===== src/rtl/egg_timer_pkg.sv =====
// Shared constants for the egg timer: FSM state encoding, BCD digit width,
// seconds limit and parameter defaults.
package egg_timer_pkg;

    localparam int DIGIT_W        = 4;
    localparam int SEC_LIMIT      = 59;
    localparam int DEF_MAX_MIN    = 99;
    localparam int DEF_ALARM_SECS = 10;

    localparam logic [1:0] ST_IDLE  = 2'd0;
    localparam logic [1:0] ST_RUN   = 2'd1;
    localparam logic [1:0] ST_PAUSE = 2'd2;
    localparam logic [1:0] ST_ALARM = 2'd3;

    function automatic logic [DIGIT_W-1:0] tens_of(input int value);
        return DIGIT_W'(value / 10);
    endfunction

    function automatic logic [DIGIT_W-1:0] ones_of(input int value);
        return DIGIT_W'(value % 10);
    endfunction

endpackage


===== src/rtl/bcd_mmss_counter.sv =====
// MM:SS held as four BCD digits with clear, minute/second increment and
// one-second decrement with borrow. Controls are mutually prioritised below.
module bcd_mmss_counter
    import egg_timer_pkg::*;
#(
    parameter int MAX_MIN = DEF_MAX_MIN
) (
    input  logic               clk,
    input  logic               rst_n,
    input  logic               clr,
    input  logic               inc_min,
    input  logic               inc_sec,
    input  logic               dec,
    output logic [DIGIT_W-1:0] min_tens,
    output logic [DIGIT_W-1:0] min_ones,
    output logic [DIGIT_W-1:0] sec_tens,
    output logic [DIGIT_W-1:0] sec_ones,
    output logic               zero,
    output logic               one
);

    localparam logic [DIGIT_W-1:0] MAX_T  = tens_of(MAX_MIN);
    localparam logic [DIGIT_W-1:0] MAX_O  = ones_of(MAX_MIN);
    localparam logic [DIGIT_W-1:0] SEC_T  = tens_of(SEC_LIMIT);
    localparam logic [DIGIT_W-1:0] SEC_O  = ones_of(SEC_LIMIT);
    localparam logic [DIGIT_W-1:0] NINE   = DIGIT_W'(9);
    localparam logic [DIGIT_W-1:0] D_ZERO = '0;
    localparam logic [DIGIT_W-1:0] D_ONE  = DIGIT_W'(1);

    logic [DIGIT_W-1:0] mt_next, mo_next, st_next, so_next;
    logic               min_zero;

    assign min_zero = (min_tens == D_ZERO) && (min_ones == D_ZERO);
    assign zero     = min_zero && (sec_tens == D_ZERO) && (sec_ones == D_ZERO);
    assign one      = min_zero && (sec_tens == D_ZERO) && (sec_ones == D_ONE);

    // NOTE: every next-state variable gets a default before the branches, so no latch is inferred.
    always_comb begin
        mt_next = min_tens;
        mo_next = min_ones;
        st_next = sec_tens;
        so_next = sec_ones;
        if (clr) begin
            mt_next = D_ZERO;
            mo_next = D_ZERO;
            st_next = D_ZERO;
            so_next = D_ZERO;
        end else if (dec) begin
            if (sec_tens == D_ZERO && sec_ones == D_ZERO) begin
                // Borrow a minute; 00:00 holds rather than wrapping.
                if (!min_zero) begin
                    st_next = SEC_T;
                    so_next = SEC_O;
                    if (min_ones == D_ZERO) begin
                        mo_next = NINE;
                        mt_next = min_tens - D_ONE;
                    end else begin
                        mo_next = min_ones - D_ONE;
                    end
                end
            end else if (sec_ones == D_ZERO) begin
                so_next = NINE;
                st_next = sec_tens - D_ONE;
            end else begin
                so_next = sec_ones - D_ONE;
            end
        end else if (inc_min) begin
            if (min_tens == MAX_T && min_ones == MAX_O) begin
                mt_next = D_ZERO;
                mo_next = D_ZERO;
            end else if (min_ones == NINE) begin
                mo_next = D_ZERO;
                mt_next = min_tens + D_ONE;
            end else begin
                mo_next = min_ones + D_ONE;
            end
        end else if (inc_sec) begin
            // Seconds wrap 59 -> 00 without touching minutes.
            if (sec_tens == SEC_T && sec_ones == SEC_O) begin
                st_next = D_ZERO;
                so_next = D_ZERO;
            end else if (sec_ones == NINE) begin
                so_next = D_ZERO;
                st_next = sec_tens + D_ONE;
            end else begin
                so_next = sec_ones + D_ONE;
            end
        end
    end

    // NOTE: sequential state uses non-blocking assignments only.
    always_ff @(posedge clk or negedge rst_n) begin
        if (!rst_n) begin
            min_tens <= D_ZERO;
            min_ones <= D_ZERO;
            sec_tens <= D_ZERO;
            sec_ones <= D_ZERO;
        end else begin
            min_tens <= mt_next;
            min_ones <= mo_next;
            sec_tens <= st_next;
            sec_ones <= so_next;
        end
    end

endmodule


===== src/rtl/egg_timer_ctrl.sv =====
// Egg timer controller: IDLE/RUN/PAUSE/ALARM FSM driving a BCD MM:SS counter,
// the divider enable/clear and the alarm output. All outputs are registered.
module egg_timer_ctrl
    import egg_timer_pkg::*;
#(
    parameter int MAX_MIN    = DEF_MAX_MIN,
    parameter int ALARM_SECS = DEF_ALARM_SECS
) (
    input  logic               clk_in,
    input  logic               reset,
    input  logic               tick_1hz,
    input  logic               btn_start,
    input  logic               btn_stop,
    input  logic               btn_min,
    input  logic               btn_sec,
    output logic               div_enable,
    output logic               div_clr,
    output logic [DIGIT_W-1:0] min_tens,
    output logic [DIGIT_W-1:0] min_ones,
    output logic [DIGIT_W-1:0] sec_tens,
    output logic [DIGIT_W-1:0] sec_ones,
    output logic               alarm,
    output logic [1:0]         state
);

    localparam logic [7:0] ALARM_LAST = 8'(ALARM_SECS - 1);

    logic [1:0] state_next;
    logic [7:0] alarm_cnt, alarm_cnt_next;
    logic       div_clr_next;
    logic       cnt_clr, cnt_inc_min, cnt_inc_sec, cnt_dec;
    logic       time_zero, time_one;

    bcd_mmss_counter #(
        .MAX_MIN (MAX_MIN)
    ) u_counter (
        .clk      (clk_in),
        .rst_n    (reset),
        .clr      (cnt_clr),
        .inc_min  (cnt_inc_min),
        .inc_sec  (cnt_inc_sec),
        .dec      (cnt_dec),
        .min_tens (min_tens),
        .min_ones (min_ones),
        .sec_tens (sec_tens),
        .sec_ones (sec_ones),
        .zero     (time_zero),
        .one      (time_one)
    );

    // Inputs with no effect in the current state do not mask lower-priority ones.
    always_comb begin
        state_next     = state;
        alarm_cnt_next = alarm_cnt;
        div_clr_next   = 1'b0;
        cnt_clr        = 1'b0;
        cnt_inc_min    = 1'b0;
        cnt_inc_sec    = 1'b0;
        cnt_dec        = 1'b0;
        case (state)
            ST_IDLE: begin
                if (btn_stop) begin
                    cnt_clr = 1'b1;
                end else if (btn_start && !time_zero) begin
                    state_next   = ST_RUN;
                    div_clr_next = 1'b1;
                end else if (btn_min) begin
                    cnt_inc_min = 1'b1;
                end else if (btn_sec) begin
                    cnt_inc_sec = 1'b1;
                end
            end
            ST_RUN: begin
                // A tick still counts down in the cycle btn_stop pauses.
                cnt_dec = tick_1hz;
                if (btn_stop) begin
                    state_next = ST_PAUSE;
                end else if (tick_1hz && (time_one || time_zero)) begin
                    state_next     = ST_ALARM;
                    alarm_cnt_next = 8'd0;
                end
            end
            ST_PAUSE: begin
                if (btn_stop) begin
                    state_next = ST_IDLE;
                    cnt_clr    = 1'b1;
                end else if (btn_start) begin
                    state_next = ST_RUN;
                end
            end
            ST_ALARM: begin
                if (btn_stop || btn_start) begin
                    state_next     = ST_IDLE;
                    alarm_cnt_next = 8'd0;
                    cnt_clr        = 1'b1;
                end else if (tick_1hz) begin
                    if (alarm_cnt == ALARM_LAST) begin
                        state_next     = ST_IDLE;
                        alarm_cnt_next = 8'd0;
                        cnt_clr        = 1'b1;
                    end else begin
                        alarm_cnt_next = alarm_cnt + 8'd1;
                    end
                end
            end
            default: begin
                state_next = ST_IDLE;
                cnt_clr    = 1'b1;
            end
        endcase
    end

    always_ff @(posedge clk_in or negedge reset) begin
        if (!reset) begin
            state      <= ST_IDLE;
            alarm_cnt  <= 8'd0;
            div_clr    <= 1'b0;
            div_enable <= 1'b0;
            alarm      <= 1'b0;
        end else begin
            state      <= state_next;
            alarm_cnt  <= alarm_cnt_next;
            div_clr    <= div_clr_next;
            div_enable <= (state_next == ST_RUN) || (state_next == ST_ALARM);
            alarm      <= (state_next == ST_ALARM);
        end
    end

endmodule


===== config.mk =====
export PLATFORM = sky130hd
export DESIGN_NAME = egg_timer_ctrl
export DESIGN_NICKNAME = d
export VERILOG_FILES = /design/src/rtl/egg_timer_pkg.sv /design/src/rtl/bcd_mmss_counter.sv /design/src/rtl/egg_timer_ctrl.sv
export SDC_FILE = /design/constraint.sdc
export NUM_CORES = 1
export LEC_CHECK = 0
export BUFFER_PORTS_ARGS = -buffer_cell sky130_fd_sc_hd__buf_2
export CORE_MARGIN = 4
export CORE_UTILIZATION = 50
export CTS_CLUSTER_SIZE = 20
export DETAILED_ROUTE_END_ITERATION = 6
export PLACE_DENSITY = 0.78
export SYNTH_ARGS = -nofsm -noshare
export SYNTH_HDL_FRONTEND = slang
export SYNTH_HIERARCHICAL = 1
export SYNTH_SLANG_ARGS = --single-unit

===== constraint.sdc =====
create_clock -name clk_in -period 8.65 [get_ports clk_in]
set_clock_uncertainty 0.1 [all_clocks]
set_input_delay 0.865 -clock clk_in [delete_from_list [all_inputs] [get_ports clk_in]]
set_output_delay 0.865 -clock clk_in [all_outputs]
set_load 0.02 [all_outputs]

# [After elaboration in Yosys (flattened, before gate mapping)]
# Cells that the tools add are included.
[totals] output_inout_bits=21 register_bits=29
[op_classes] reduce_logical=29 add_sub_neg=9 n_mux=68 n_eq_ne=20
[ops] operator="2-to-1 mux 4 bit" count=34
[ops] operator="2-to-1 mux 8 bit" count=5
[ops] operator="2-to-1 mux 2 bit" count=9
[ops] operator="2-to-1 mux 1 bit" count=17
[ops] operator="adder 4 x 1 -> 4 bit, second input constant" count=4
[ops] operator="logical NOT 4 bit" count=4
[ops] operator="case mux 8 bit (2 select lines)" count=1
[ops] operator="subtractor 4 x 1 -> 4 bit, second input constant" count=4
[ops] operator="equality test 4 bit, second input constant" count=3
[ops] operator="AND reduction 5 bit" count=2
[ops] operator="logical AND 1 bit" count=9
[ops] operator="!= test 3 x 2 -> 1 bit, second input constant" count=3
[ops] operator="adder 8 x 1 -> 8 bit, second input constant" count=1
[ops] operator="equality test 8 x 4 -> 1 bit, second input constant" count=1
[ops] operator="case mux 2 bit (4 select lines)" count=1
[ops] operator="nonzero test 4 bit" count=2
[ops] operator="equality test 2 bit, second input constant" count=3
[ops] operator="!= test 3 bit, second input constant" count=2
[ops] operator="AND reduction 3 bit" count=2
[ops] operator="nonzero test 3 bit" count=2
[ops] operator="equality test 2 x 1 -> 1 bit, second input constant" count=2
[ops] operator="equality test 4 x 1 -> 1 bit, second input constant" count=1
[ops] operator="equality test 4 x 3 -> 1 bit, second input constant" count=1
[ops] operator="!= test 2 bit, second input constant" count=2
[ops] operator="9 further kinds" count=11

# [Longest topological paths before layout]
[depth] depth_word=13 mapped_depth=14

# [Cells and area by module]
# Netlist, hierarchy kept.
[by_module_without_submodules] module="bcd_mmss_counter" seq_area_each_um2=400.4 n_inst=1 cells_each=174 area_each_um2=1488.9
[by_module_without_submodules] module="egg_timer_ctrl" seq_area_each_um2=300.3 n_inst=1 cells_each=83 area_each_um2=769.5

# [Worst setup path after synthesis]
# OpenSTA, ideal clock, no wires.
[synth_path] path_type="flip-flop to flip-flop" from="register u_counter.min_ones[0]" to="register u_counter.sec_tens[0]" period_less_slack_ps=3556 path_buffers=0 required_time_ps=8468 setup_time_ps=82 slack_ps=5094 t_arrival_ps=3375 path_stages_with_launch=13 path_cell_list="dfrtp_1 > inv_1 > ha_1 > or3b_4 > or4b_4 > nor2_1 > nor2b_1 > nor4_1 > and3b_1 > a21o_1 > o31ai_4 > or4b_2 > a31oi_1"
[synth_via] elab_chain_cells=11 word_cells_on_any_way=16 classes_between="eq/ne (2); mux (6); reduce/logical (8)"
[synth_rtl] element="start, declared" line_no="bcd_mmss_counter.sv:15" rtl="output logic [DIGIT_W-1:0] min_ones,"
[synth_rtl] element="start signal, assigned" line_no="bcd_mmss_counter.sv:100" rtl="min_ones <= mo_next;"
[synth_rtl] element="logical NOT 4 bit" line_no="bcd_mmss_counter.sv:33" rtl="assign min_zero = (min_tens == D_ZERO) && (min_ones == D_ZERO);"
[synth_rtl] element="logical AND 1 bit" line_no="bcd_mmss_counter.sv:33"
[synth_rtl] element="logical AND 1 bit (2 in a row)" line_no="bcd_mmss_counter.sv:34" rtl="assign zero = min_zero && (sec_tens == D_ZERO) && (sec_ones == D_ZERO);"
[synth_rtl] element="via time_zero" line_no="egg_timer_ctrl.sv:32" rtl="logic time_zero, time_one;"
[synth_rtl] element="logical NOT 1 bit" line_no="egg_timer_ctrl.sv:64" rtl="end else if (btn_start && !time_zero) begin"
[synth_rtl] element="logical AND 1 bit" line_no="egg_timer_ctrl.sv:64"
[synth_rtl] element="2-to-1 mux 1 bit" line_no="egg_timer_ctrl.sv:64"
[synth_rtl] element="2-to-1 mux 1 bit" line_no="egg_timer_ctrl.sv:62" rtl="if (btn_stop) begin"
[synth_rtl] element="2-to-1 mux 1 bit" line_no="egg_timer_ctrl.sv:60" rtl="case (state)"
[synth_rtl] element="via cnt_inc_sec" line_no="egg_timer_ctrl.sv:31" rtl="logic cnt_clr, cnt_inc_min, cnt_inc_sec, cnt_dec;"
[synth_rtl] element="nonzero test 3 bit (no line)"
[synth_rtl] element="AND reduction 5 bit (no line)"
[synth_rtl] element="end signal, assigned" line_no="bcd_mmss_counter.sv:101" rtl="sec_tens <= st_next;"
[synth_rtl] element="end, declared" line_no="bcd_mmss_counter.sv:16" rtl="output logic [DIGIT_W-1:0] sec_tens,"
# The timed path passes the listed nets, and every way through them passes these cells.
# A chain may end at the register's enable or synchronous reset.

# [Final worst setup path]
# Ends and elaborated chain as after synthesis.

==> reports/qor.txt <==
GP Congestion -> 0.863
critical path arrival -> 4.07 ns
footprint of the multi-input gates -> 1390 µm²
Routed wire per std cell -> 16.3 µm
area grow syn2layout -> 6.93%
PD cells -> 320 nW/µm²
nets@finish -> 292
Post-synth top flop -> dfrtp_1
Reg2Reg Setup Slack -> 4.67 ns
sequential share of the synthesized area -> 0.310
number of synthesized flops with an enable pin -> 0
Pleak -> 0.00108 µW
Synth Instances -> 257
Clock Sink Count -> 28
Peak VDD IR -> 141 µV
CTS root buf -> clkbuf_8
largest area contributor in the netlist -> dfrtp_1
Worst Hold Launch -> alarm_cnt[2]
Register-to-Register Path Depth -> 12
Layout fillers -> 414
Via Count -> 2,097
gr usage total -> 0.197
DR iter-0 viols -> 320
share of the synthesized area in the top cell type -> 0.310
Synth Warn # -> 6
# port buffers -> 27
Longest Clk Path Bufs -> 2
RSZ-0062 raised after global routing -> no
setup TNS -> 0 ns
Netlist Area Pre-Place -> 2260 µm²
Worst setup EP type -> register
Starting Density -> 0.519
Inst Count DP -> 320
Met1 Wirelength -> 2.41 mm
Rel. slew slack -> 0.321
Mapped Avg Cell Area -> 8.79 µm²
reg2reg start -> u_counter/min_ones[0]
vias in the first global route -> 1,826
CTS tree -> yes
Residual DRC -> 0
status -> finished, final reports clean
Post-Route WL -> 5.27 mm
io pins -> 28
metal3 WL -> 383 µm
hold path endpoint -> alarm_cnt[2]
minimum clock period -> 3.98 ns
Tcrit/Tclk final -> 0.460
first-pass detailed-route iteration total -> 5
Max Cap Violations -> 0
post-CTS sizing -> 0
Synth async-reset ratio -> 1.00
most instantiated library cell after synthesis -> dfrtp_1
Num CTS Buffers -> 3
post-synth net total -> 276
top sig layer -> met4
Worst-Skew Late Latency -> 0.27 ns
share of layout cells above drive strength 1 -> 0.180
Slew @ Worst Pin -> 1.02 ns
Worst-path clk slew -> 0.10 ns
Worst Hold Class -> register to register
final hold viol count -> 0
hold_buf cts -> 0
grt total ovfl -> 0
initial antenna violation count -> 0
Synth area leaders -> dfrtp_1 (31%), ha_1 (6.6%), o31ai_1 (4.0%), a21oi_1 (3.3%), o21ai_0 (3.3%)
ant diodes -> 0
Yosys reg bits -> 28
Die Wd -> 75.2 µm
Reg area -> 701 µm²
Post-DP HPWL -> 3.75 mm
R2R Path End -> u_counter/sec_tens[0]
WS Path Type -> register to register
# rows -> 24
first-pass GRT wire length -> 8.76 mm
die area -> 5660 µm²
vias per cell -> 6.47
die height -> 75.2 µm
Fmax -> 251 MHz
Final Max Tran Viols -> 0
WHS Path Cells -> 1
Setup crit start kind -> register
setup violators final -> 0
largest net degree at the start of global routing -> 29
fin util -> 0.555
worst-path maximum fanout -> 15
Placeable Area -> 4350 µm²
Worst Path Required -> 8.74 ns
Final ANT Viol Nets -> 0
setup bufs post-CTS -> 0
Synth top cells by count -> dfrtp_1 (28), nand2_1 (17), nor2_1 (16)
Max H-tree Level -> 1
post-synth cell types -> 59
DR WL met2 -> 2.44 mm
Cell Count, Final, Fillers Out -> 324
[per-stage QoR]
stage	total power [µW]	hold WS, ns	cell area [µm²]	setup WS (ns)
floorplan	571	0.410	2260	5.09
global placement	654	0.437	2340	4.90
detailed placement	663	0.457	2340	4.79
CTS	772	0.473	2410	4.73
global route	837	0.502	2410	4.49
finish	774	0.480	2410	4.67
[worst max-delay path by stage]
| stage | end | cells after the start | from | slack, ns |
|---|---|---|---|---|
| 2_1_floorplan | u_counter/sec_tens[0] | 12 | u_counter/min_ones[0] | 5.09 |
| 3_5_place_dp | u_counter/sec_tens[0] | 12 | u_counter/min_ones[0] | 4.79 |
| 4_1_cts | u_counter/sec_tens[0] | 12 | u_counter/min_ones[0] | 4.73 |
| 6_report | u_counter/sec_tens[0] | 12 | u_counter/min_ones[0] | 4.67 |
| 5_1_grt | u_counter/sec_tens[0] | 12 | u_counter/min_ones[0] | 4.49 |
| 3_3_place_gp | u_counter/sec_tens[0] | 12 | u_counter/min_ones[0] | 4.90 |
[layout make-up]
class | count | area share
multi-input combinational | 199 | 0.576
sequential | 28 | 0.290
timing repair buffer | 27 | 0.0560
tap | 52 | 0.0269
inverter | 14 | 0.0218
clock buffer | 3 | 0.0171
clock inverter | 1 | 0.0124
[flip-flops by register name, indices dropped and copies added (netlist names)]
signal              cells
u_counter/min_ones      4
alarm_cnt               8
state                   2
div_clr                 1
u_counter/min_tens      4
u_counter/sec_tens      4
alarm                   1
u_counter/sec_ones      4
[kinds of logic after synthesis]
kind of cell / synth area share
compound gates: 0.260
fa+ha+maj: 0.0665
simple gates: 0.253
mux: 0.0283
flops: 0.310
buf+inv: 0.0742
xor+xnor: 0.00776
[placed cells by master (no fill, tap or decap), types with 8 or more instances in the layout]
cell type,Yosys,routed
a21oi_1,15,15
dfrtp_1,28,28
inv_1,14,14
o31ai_1,12,12
nand3_1,8,8
nor2_1,16,16
buf_2,0,27
nor2b_1,10,10
ha_1,12,12
nand2_1,17,17
o21ai_0,15,15
[critical path, cell delays in order (launching register included)]
cell	delay (ns)
dfrtp_1	0.48
inv_1	0.12
ha_1	0.27
or3b_4	0.43
or4b_4	0.55
nor2_1	0.22
nor2b_1	0.09
nor4_1	0.26
and3b_1	0.21
a21o_1	0.16
o31ai_4	0.16
or4b_2	0.66
a31oi_1	0.18
[metal layers]
metal / up-vias / global-route usage
li1: 992 / -
met1: 1007 / 0.292
met2: 94 / 0.295
met3: 4 / 0.0360
met4: 0 / 0.0563
met5: - / 0
[report_power, final]
group          internal (µW)  switching, µW  total (µW)
clock network           62.0           42.8         105
logic                    167            251         418
registers                170           81.5         251
total                    398            375         774
(Power assumes the default switching activity.)
